[src/rtl/i2s_rx_framer.sv]
// I2S receiver: deserialises sdata_i into left/right words, publishes only complete well-formed stereo pairs.
// Latency: last right data bit to pktChanged_o is SLOT_BITS-WIDTH cycles; no backpressure, the serial stream is never stalled.
module i2s_rx_framer #(
    parameter int WIDTH     = 16,
    parameter int SLOT_BITS = 32
) (
    input  logic             sclk_i,
    input  logic             rst_i,
    input  logic             ws_i,
    input  logic             sdata_i,
    output logic [WIDTH-1:0] leftChan_o,
    output logic [WIDTH-1:0] rightChan_o,
    output logic             pktChanged_o,
    output logic             locked_o,
    output logic             frameErr_o
);

    localparam int CW = $clog2(SLOT_BITS + 1);
    localparam logic [CW-1:0] C_LAST  = CW'(SLOT_BITS - 1);
    localparam logic [CW-1:0] C_SAT   = CW'(SLOT_BITS);
    localparam logic [CW-1:0] C_WIDTH = CW'(WIDTH);

    typedef enum logic [1:0] {
        ST_HUNT  = 2'd0,
        ST_LEFT  = 2'd1,
        ST_RIGHT = 2'd2
    } state_t;

    state_t           r_state;
    state_t           w_state_nxt;
    logic             r_ws_d;
    logic [CW-1:0]    r_cnt;
    logic [CW-1:0]    w_cnt;
    logic [WIDTH-1:0] r_left_shift;
    logic [WIDTH-1:0] r_right_shift;
    logic [WIDTH-1:0] r_left_hold;
    logic [WIDTH-1:0] r_left_chan;
    logic [WIDTH-1:0] r_right_chan;
    logic             r_pkt_changed;
    logic             r_locked;
    logic             r_frame_err;

    logic w_edge;
    logic w_fall;
    logic w_rise;
    logic w_slot_ok;
    logic w_capture;
    logic w_publish;
    logic w_err;
    logic w_latch_left;

    assign w_edge    = ws_i ^ r_ws_d;
    assign w_fall    = w_edge & ~ws_i;
    assign w_rise    = w_edge & ws_i;
    // r_cnt is the position of the previous cycle, so a full slot closes at SLOT_BITS-1
    assign w_slot_ok = (r_cnt == C_LAST);

    always_comb begin
        w_cnt = r_cnt;
        if (w_edge) begin
            w_cnt = '0;
        end else if (r_cnt != C_SAT) begin
            w_cnt = r_cnt + CW'(1);
        end
    end

    // Position 0 is the I2S delay bit; positions past WIDTH are padding
    assign w_capture = (w_cnt >= CW'(1)) && (w_cnt <= C_WIDTH);

    always_ff @(posedge sclk_i) begin
        if (rst_i) begin
            r_state <= ST_HUNT;
        end else begin
            r_state <= w_state_nxt;
        end
    end

    always_comb begin
        w_state_nxt  = r_state;
        w_publish    = 1'b0;
        w_err        = 1'b0;
        w_latch_left = 1'b0;
        case (r_state)
            ST_HUNT: begin
                if (w_fall) begin
                    w_state_nxt = ST_LEFT;
                end
            end
            ST_LEFT: begin
                if (w_rise && w_slot_ok) begin
                    w_latch_left = 1'b1;
                    w_state_nxt  = ST_RIGHT;
                end else if (w_edge || (w_cnt == C_SAT)) begin
                    w_err       = 1'b1;
                    w_state_nxt = ST_HUNT;
                end
            end
            ST_RIGHT: begin
                if (w_fall && w_slot_ok) begin
                    w_publish   = 1'b1;
                    w_state_nxt = ST_LEFT;
                end else if (w_fall) begin
                    // A short right slot still marks a valid left-slot start
                    w_err       = 1'b1;
                    w_state_nxt = ST_LEFT;
                end else if (w_edge || (w_cnt == C_SAT)) begin
                    w_err       = 1'b1;
                    w_state_nxt = ST_HUNT;
                end
            end
            default: begin
                w_state_nxt = ST_HUNT;
            end
        endcase
    end

    always_ff @(posedge sclk_i) begin
        if (rst_i) begin
            r_ws_d        <= 1'b0;
            r_cnt         <= '0;
            r_left_shift  <= '0;
            r_right_shift <= '0;
            r_left_hold   <= '0;
            r_left_chan   <= '0;
            r_right_chan  <= '0;
            r_pkt_changed <= 1'b0;
            r_locked      <= 1'b0;
            r_frame_err   <= 1'b0;
        end else begin
            r_ws_d        <= ws_i;
            r_cnt         <= w_cnt;
            r_pkt_changed <= w_publish;
            r_frame_err   <= w_err;
            if (w_capture && (r_state == ST_LEFT)) begin
                r_left_shift <= {r_left_shift[WIDTH-2:0], sdata_i};
            end
            if (w_capture && (r_state == ST_RIGHT)) begin
                r_right_shift <= {r_right_shift[WIDTH-2:0], sdata_i};
            end
            if (w_latch_left) begin
                r_left_hold <= r_left_shift;
            end
            if (w_publish) begin
                r_left_chan  <= r_left_hold;
                r_right_chan <= r_right_shift;
                r_locked     <= 1'b1;
            end
            if (w_err) begin
                r_locked <= 1'b0;
            end
        end
    end

    assign leftChan_o   = r_left_chan;
    assign rightChan_o  = r_right_chan;
    assign pktChanged_o = r_pkt_changed;
    assign locked_o     = r_locked;
    assign frameErr_o   = r_frame_err;

endmodule

[config.mk]
export PLATFORM = sky130hd
export DESIGN_NAME = i2s_rx_framer
export DESIGN_NICKNAME = d
export VERILOG_FILES = /design/src/rtl/i2s_rx_framer.sv
export SDC_FILE = /design/constraint.sdc
export NUM_CORES = 1
export LEC_CHECK = 0
export ABC_AREA = 1
export BUFFER_PORTS_ARGS = -buffer_cell sky130_fd_sc_hd__buf_4
export CORE_MARGIN = 8
export CORE_UTILIZATION = 58
export CTS_CLUSTER_SIZE = 8
export DETAILED_ROUTE_END_ITERATION = 7
export GPL_TIMING_DRIVEN = 0
export PLACE_DENSITY = 0.79
export REMOVE_ABC_BUFFERS = 1
export SYNTH_ARGS = -nofsm -noshare
export SYNTH_HDL_FRONTEND = slang
export SYNTH_SLANG_ARGS = --single-unit
[constraint.sdc]
create_clock -name sclk_i -period 2.1 [get_ports sclk_i]
set_input_delay 0.42 -clock sclk_i [delete_from_list [all_inputs] [get_ports sclk_i]]
set_output_delay 0.42 -clock sclk_i [all_outputs]
set_load 0.005 [all_outputs]
## Yosys cells after proc, flatten, opt, wreduce, memory -nomap -nowiden

Cells that the tools add are included.

- Bits in registers: 92
- Input bits: 4
- Output and inout bits: 35
- Logic and storage cells: 49

- Add/subtract/negate cells: 1
- $lt $le $gt $ge: 2
- Eq/ne operators: 6
- Mux-type cells: 17
- Bitwise logic cells: 4
- Reductions and logical operators: 8

Operators by type and width:

| kind | count |
|---|---|
| $mux 6 | 2 |
| $mux 2 | 5 |
| $mux 1 | 8 |
| $add 6x1->6 const B | 1 |
| $eq 6x5->1 const B | 1 |
| $eq 6x6->1 const B | 1 |
| $ge 6x1->1 const B | 1 |
| $le 6x5->1 const B | 1 |
| $ne 6x6->1 const B | 1 |
| $pmux 2 s3 | 1 |
| $logic_and 1x1->1 | 5 |
| $and 1x1->1 | 2 |
| $eq 2x1->1 const B | 1 |
| $eq 2x2->1 const B | 1 |
| $logic_not 2->1 | 1 |
| $ne 2x2->1 const B | 1 |
| $pmux 1 s2 | 1 |
| $reduce_or 2->1 | 1 |
| $logic_or 1x1->1 | 1 |
| $not 1->1 | 1 |
| $xor 1x1->1 | 1 |

## Logic depth before layout (Yosys ltp)

Gate-level depths: netlist of the first run.

- Depth after elaboration: 10
- Gate-level depth with buffers: 14
- Depth with buffers taken out: 13

## Least setup slack after synthesis of the first run

No wires, ideal clock.

- Path kind: input to register
- Start point: in ws_i
- End point: reg r_right_shift[10]
- Setup time: 0.113 ns
- Data arrival time: 1.791 ns
- Data required time: 1.987 ns
- Slack: 0.197 ns
- Cell stages on the path: 13
- Buffers on the path: 2
- Cells stage by stage: inv_1 -> ha_1 -> buf_2 -> inv_1 -> nor2_1 -> o21ai_2 -> nand3_1 -> nand2_1 -> nand2_2 -> nand3_4 -> buf_2 -> nor2_1 -> nor2_1

- Word-level cells in the longest chain between the ends: 5
- Elaborated cells between the ends (all ways): 6
- Classes of those cells: order compare (2); mux (1); bitwise (1); reduce/logical (2)

RTL lines:

| what | line | source |
|---|---|---|
| start, declared | 9 | `input logic ws_i,` |
| $xor 1x1->1 * | 52 | `assign w_edge = ws_i ^ r_ws_d;` |
| $mux 6 * | 60 | `if (w_edge) begin` |
| $ge 6x1->1 or $le 6x5->1 (tied branches) | 68 | `assign w_capture = (w_cnt >= CW'(1)) && (w_cnt <= C_WIDTH);` |
| $logic_and 1x1->1 * | 68 |  |
| $logic_and 1x1->1 * | 137 | `if (w_capture && (r_state == ST_RIGHT)) begin` |
| end signal, assigned | 138 | `r_right_shift <= {r_right_shift[WIDTH-2:0], sdata_i};` |
| end, declared | 35 | `logic [WIDTH-1:0] r_right_shift;` |

Every way passes the cells marked *; elsewhere a longest branch is shown, timed or not.
A chain may end at the register's enable or synchronous reset.

## Worst setup path after layout of the first run

- Start point: reg r_cnt[0]
- End point: reg r_left_shift[12]

- Word-level cells in the longest chain between the ends: 6
- Elaborated cells between the ends (all ways): 8
- Classes of those cells: add/sub (1); order compare (2); eq/ne (1); mux (2); reduce/logical (2)

RTL lines:

| what | line | source |
|---|---|---|
| start, declared | 32 | `logic [CW-1:0] r_cnt;` |
| start signal, assigned | 131 | `r_cnt <= w_cnt;` |
| $add 6x1->6 or $ne 6x6->1 (tied branches) | 63, 62 |  |
| $mux 6 * | 62 | `end else if (r_cnt != C_SAT) begin` |
| $mux 6 * | 60 |  |
| $ge 6x1->1 or $le 6x5->1 (tied branches) | 68 |  |
| $logic_and 1x1->1 * | 68 |  |
| $logic_and 1x1->1 * | 134 | `if (w_capture && (r_state == ST_LEFT)) begin` |
| end signal, assigned | 135 | `r_left_shift <= {r_left_shift[WIDTH-2:0], sdata_i};` |
| end, declared | 34 | `logic [WIDTH-1:0] r_left_shift;` |

Marks and branches as above.

==> results.cfg, run 1 <==
[cells_and_area]
layout_commonest_cell = nand2_1
syn_to_final_growth_pct = 16.19
final_nets = 544
stdcell_area_sq_um = 4328
fill_cells = 525
n_antenna_cell = 0
final_core_util_pct = 68.95
drive_above_1_share_pct = 16.57
layout_common_cells = 90 x nand2_1, 89 x dfxtp_1, 75 x nor2_1

[clocking]
clkSinkCount = 92
postCtsHoldBufs = 0
clk_latency_ns = 0.37
cts_tree = yes
clkTransAtPathRegs_ns = 0.10
cts_buffer_depth = 2
htree_levels = 3
root_buffer = clkbuf_8
numCtsBuffers = 9

[critical_path]
timing.critical_path.arrival_ns = 2.23
crit_path_max_incr_delay_ns = 0.39
criticalPathCategory = flip-flop to flip-flop
critPathBufInv = 1
critPathLaunch = r_cnt[0]$_SDFF_PP0_
start_kind = flip-flop
crit_chain = ha_2 > nand3_1 > nand2_1 > nand3_1 > inv_1 > nand4_1 > nand2_4 > nand3_2 > nor2_1 > nor2_1
endpoint_kind = flip-flop
cp_num_cells = 10
ff2ff_path_depth = 10
crit_fanout = 8
crit_required_ns = 2.36
critPathTopFamily = simple AND/OR/NAND/NOR gates
cp_slowest_cell = dfxtp_2
r2r_start = r_cnt[0]$_SDFF_PP0_

[route]
dr.pass1.iters = 4
initialDrtViolationCount = 148
wl_per_cell_microns = 12.98
ant_nets = 0
vias = 3184
drc_errors = 0
routed_wl_mm = 7.971
via_per_inst = 5.186

[synthesis]
synth_area_leaders = dfxtp_1 49%, nand2_1 9.3%, nor2_1 7.9%
syn_inst = 501
synth.avg_cell_area_sq_um = 7.435
netlist-cell-type-count = 25
yosysTopAreaCellShare_pct = 49.45
synth-seq-area-share_pct = 49.45
synth_top_cell_by_area = dfxtp_1
yosysWarnings = 0
synthesis.area_sq_um = 3725
ys_seq_elements = 92

[sta]
setup_slack_ns = 0.1327
finalClockSkew_ns = 0.01264
timing.fmax_ghz = 0.5083
grt_setup_unrepaired = yes
period_share_pct = 93.68
finalSetupViolCount = 0
final.setup.tns_ns = 0
slew_violations = 0
timing.slew.headroom_pct = 61.80
hold_slack_ns = 0.2856
tightest_slew_ns = 0.5730
period_minus_slack_ns = 1.967
hold_viol_final = 0

[power_and_ir_drop]
switchingPower_uw = 838.6
sw_frac_of_total_pct = 26.68
internal-power_uw = 2304
comb_power_share_pct = 8.1
pwr_density_cell_nw_per_um2 = 726.1
clock_power_share_pct = 34.4
pwr-share-seq_pct = 57.5
irDropWorstVdd_mv = 0.5117
p_leak_uw = 0.002047

[floorplanning]
die_h_microns = 96.14
die_x_microns = 96.14
initial_core_util_pct = 59.34
die_area_sq_um = 9243
core-area_sq_um = 6277
rows = 29
io-pin-count = 39

[placement]
placed_area_sq_um = 4003
place_ws_ns = -0.4676
dp_hpwl_mm = 4.671
gp_congestion = 0.7883
port_buffers = 38

[global_route]
antenna_found_initial = 0
grt_overflow_total = 0
grt_usage_pct = 16.50
grt_pass1_wl_mm = 12.26
first_global_vias = 2918
grt_max_degree = 52

[worst_hold_path]
holdPathStages = 3
min_from = sdata_i
hp-class = primary input to flip-flop

[outcome]
outcome = complete, no violations

[run]
cap_violations = 0
-- what timing repair did --
action	CTS	global route
pin swaps	1	2
setup endpoints to repair	29	55
hold endpoints to repair	0	0
cloned	1	5
resized for setup	3	18
buffers inserted	0	1
-- synthesized netlist by cell type (all sizes together) --
cell type	n
nand2	93
dfxtp	92
nor2	81
inv	70
a21oi	54
o21ai	51
buf	15
nand3	15
clkbuf	12
ha	8
nand4	6
clkinv	1
nor3	1
o21bai	1
xor2	1
-- path summary, 6_finish.rpt --
| path | to | slack (ns) |
|---|---|---|
| max | r_left_shift[12]$_SDFFE_PP0P_ | 0.13 |
| min | r_right_shift[0]$_SDFFE_PP0P_ | 0.29 |
| max reg2reg | r_left_shift[12]$_SDFFE_PP0P_ | 0.13 |
| min reg2reg | leftChan_o[2]$_SDFFE_PP0P_ | 0.45 |
-- worst min-delay path: stages --
cell,delay (ns)
buf_4,0.09
nor2_1,0.04
nor2_1,0.08
-- metal layers --
metal / routed length [microns] / GRT usage [%] / up-vias
li1: - / - / 1641
met1: 3458 / 18.55 / 1465
met2: 3951 / 28.32 / 69
met3: 465 / 4.056 / 9
met4: 95 / 8.451 / 0
met5: 0 / 0 / -
-- layout make-up --
type	instances	area, sq um	area share, %
Inverter	71	267.8	6.187
Timing Repair Buffer	41	332.8	7.690
Clock buffer	10	127.6	2.949
Tap cell	77	96.34	2.226
Clock inverter	6	50.05	1.156
Multi-Input combinational cell	317	1608	37.15
Sequential cell	92	1846	42.64
-- registers in the layout, indices dropped and copies added, names as in the netlist --
signal / count
leftChan_o: 16
r_left_hold: 16
r_left_shift: 16
r_right_shift: 16
rightChan_o: 16
r_cnt: 6
r_state: 2
frameErr_o: 1
locked_o: 1
pktChanged_o: 1
r_ws_d: 1
-- cells by family (layout without fill, tap and decap cells) --
family                     count (synthesis)  in the layout  share of synthesized area [%]
buffers and inverters                     98            128                          11.19
AOI/OAI and AO/OA                        106            106                          14.41
adders and majority gates                  8              8                          2.687
xor gates and xnor gates                   1              1                         0.2352
DFF                                       92             92                          49.45
and+or+nand+nor                          196            202                          22.04
-- power groups by stage --
stage	clock network [uW]	registers (uW)	logic, uW
after detailed placement	0	1850	206
after global placement	0	1840	194
final	1080	1810	253
after CTS	1110	1810	211
after global routing	1170	1810	284
after floorplan	0	1840	158
-- per-stage QoR --
step | total power (uW) | std cells
after floorplan | 1997 | 474
after global placement | 2038 | 589
after detailed placement | 2052 | 591
after CTS | 3121 | 608
after global routing | 3266 | 614
final | 3143 | 614
(Power assumes the default switching activity.)
==> inputs of run 2 (changes only) <==
PLACE_DENSITY = not set   (was 0.79)
PLACE_DENSITY_LB_ADDON = 0.05   (was not set)
==> run 2 against run 1 <==
- wire length decreased by 1.6%
- worst setup slack worse by 0.019 ns
- critical path type unchanged
- die area stayed put
- hold slack gained 0.0087 ns
- final area rose by 2.1%
- via count is 2.0% lower
- non-clock buffer count rose by 3
- critical endpoint is now r_right_shift[4]$_SDFFE_PP0P_
- global-route usage increased by 0.29 points
==> results.cfg, run 2 (same netlist as run 1, synthesis figures left out) <==
[sta]
slew_violations = 0
timing.slew.headroom_pct = 63.15
finalSetupViolCount = 0
period_share_pct = 94.59
hold_viol_final = 0
hold_slack_ns = 0.2943
finalClockSkew_ns = 0.01133
tightest_slew_ns = 0.5527
period_minus_slack_ns = 1.986
timing.fmax_ghz = 0.5034

[critical_path]
cp_slowest_cell = dfxtp_2
timing.critical_path.arrival_ns = 2.24
critPathLaunch = r_cnt[0]$_SDFF_PP0_
endpoint_kind = flip-flop
ff2ff_path_depth = 12
r2r_end = r_right_shift[4]$_SDFFE_PP0P_
critPathTopFamily = simple AND/OR/NAND/NOR gates
crit_required_ns = 2.36
crit_fanout = 8
r2r_start = r_cnt[0]$_SDFF_PP0_
crit_path_max_incr_delay_ns = 0.37
critical_path.endpoint = r_right_shift[4]$_SDFFE_PP0P_
critPathBufInv = 1
criticalPathCategory = flip-flop to flip-flop
reg2reg_slack_ns = 0.11
crit_chain = inv_1 > ha_2 > nand3_1 > nor2_1 > nor2_1 > o21ai_2 > nand3_1 > nand2_1 > nand2_4 > nand3_2 > nor2_1 > nor2_1
cp_num_cells = 12
start_kind = flip-flop
crit_path_frequent_cell = nor2_1

[clocking]
htree_levels = 3
clkSinkCount = 92
clkTransAtPathRegs_ns = 0.09
root_buffer = clkbuf_8
postCtsHoldBufs = 0
numCtsBuffers = 9
cts_tree = yes
clk_latency_ns = 0.36
cts_buffer_depth = 2

[cells_and_area]
final_cells = 618
syn_to_final_growth_pct = 18.58
final_nets = 548
drive_above_1_share_pct = 16.27
fill_cells = 543
layout_commonest_cell = nand2_1
layout_common_cells = 91 x nand2_1, 89 x dfxtp_1, 77 x nor2_1
n_antenna_cell = 0

[floorplanning]
die_area_sq_um = 9243
core-area_sq_um = 6277
io-pin-count = 39
die_x_microns = 96.14
initial_core_util_pct = 59.34
die_h_microns = 96.14
rows = 29

[global_route]
grt_util_met3_pct = 3.120
grt_max_degree = 69
grt_pass1_wl_mm = 12.45
first_global_vias = 2868
grt_usage_pct = 16.78
use_met2_pct = 28.83
use_met1_pct = 20.08
grt_overflow_total = 0
top_usage_layer = met2
antenna_found_initial = 0

[power_and_ir_drop]
p_leak_uw = 0.002099
pwr_density_cell_nw_per_um2 = 769.9
irDropWorstVdd_mv = 0.4955

[run]
cap_violations = 0

[route]
drc_errors = 0
initialDrtViolationCount = 194
vias = 3121
dr.pass1.iters = 4
via_per_inst = 5.050
wl_per_cell_microns = 12.69
ant_nets = 0
routed_wl_mm = 7.844

[outcome]
outcome = complete, no violations

[placement]
port_buffers = 38
place_inst = 591
gp_congestion = 0.8165
dp_hpwl_mm = 4.435

[worst_hold_path]
hp-class = primary input to flip-flop
## run 2: changes by cell type in the layout (fill, tap and decap cells not counted), sizes merged
| cell | before | now |
|---|---|---|
| nand3 | 20 | 21 |
| inv | 71 | 72 |
| bufinv | 0 | 2 |
| buf | 41 | 44 |
| clkbuf | 10 | 11 |
| clkinv | 5 | 2 |
| clkinvlp | 1 | 0 |
## run 2: cell type report
| cell class | count | area [sq um] | area share, % |
|---|---|---|---|
| flip-flops and latches | 92 | 1846 | 41.78 |
| clock inverters | 5 | 82.58 | 1.870 |
| multi-input cells | 318 | 1608 | 36.40 |
| inverters | 71 | 267.8 | 6.062 |
| well taps | 77 | 96.34 | 2.181 |
| clock buffers | 11 | 141.4 | 3.201 |
| repair buffers | 44 | 375.4 | 8.499 |
## run 2: worst min-delay path, cell delays in order
cell	delay, ns
buf_4	0.09
nor2_1	0.04
nor2_1	0.08
## run 2: what timing repair did
item,in CTS,in global routing
buffers inserted,0,4
gates cloned,2,5
pin swaps,2,3
resized for setup,4,12
setup endpoints to repair,31,68
## run 2: worst min path at each step
| stage | depth (start not counted) | start | endpoint |
|---|---|---|---|
| after floorplan | 2 | r_left_hold[0]$_SDFFE_PP0P_ | leftChan_o[0]$_SDFFE_PP0P_ |
| after global placement | 2 | r_left_hold[15]$_SDFFE_PP0P_ | leftChan_o[15]$_SDFFE_PP0P_ |
| after detailed placement | 2 | r_left_hold[7]$_SDFFE_PP0P_ | leftChan_o[7]$_SDFFE_PP0P_ |
| after CTS | 3 | sdata_i | r_right_shift[0]$_SDFFE_PP0P_ |
| after global routing | 3 | sdata_i | r_right_shift[0]$_SDFFE_PP0P_ |
| final | 3 | sdata_i | r_right_shift[0]$_SDFFE_PP0P_ |
## run 2: per-layer routing
metal	part of all wire (%)	wire length, microns	vias to the layer above
met5	0	0	-
met4	1.6	122	0
met3	3.6	280	11
met2	50	3898	46
met1	45	3543	1420
li1	-	-	1644
## run 2: through the flow
stage / setup TNS [ns] / utilization (%) / power, uW / setup slack [ns] / area (sq um)
floorplan: -11.52 / - / 1997 / -0.3691 / 3575
global placement: -69.18 / 63.03 / 2039 / -1.074 / 3956
detailed placement: -14.58 / 63.88 / 2053 / -0.4751 / 4010
CTS: -0.02810 / 67.97 / 3376 / -0.01066 / 4267
global route: -0.5134 / 70.36 / 3528 / -0.08665 / 4417
finish: 0 / 70.36 / 3401 / 0.1135 / 4417
## run 2: power by group
part / internal, uW / switching, uW / leakage, uW
Clock: 710 / 617 / 0.000114
Sequential: 1780 / 27.4 / 0.000744
Combinational: 95.5 / 172 / 0.00124
Total: 2580 / 816 / 0.00210
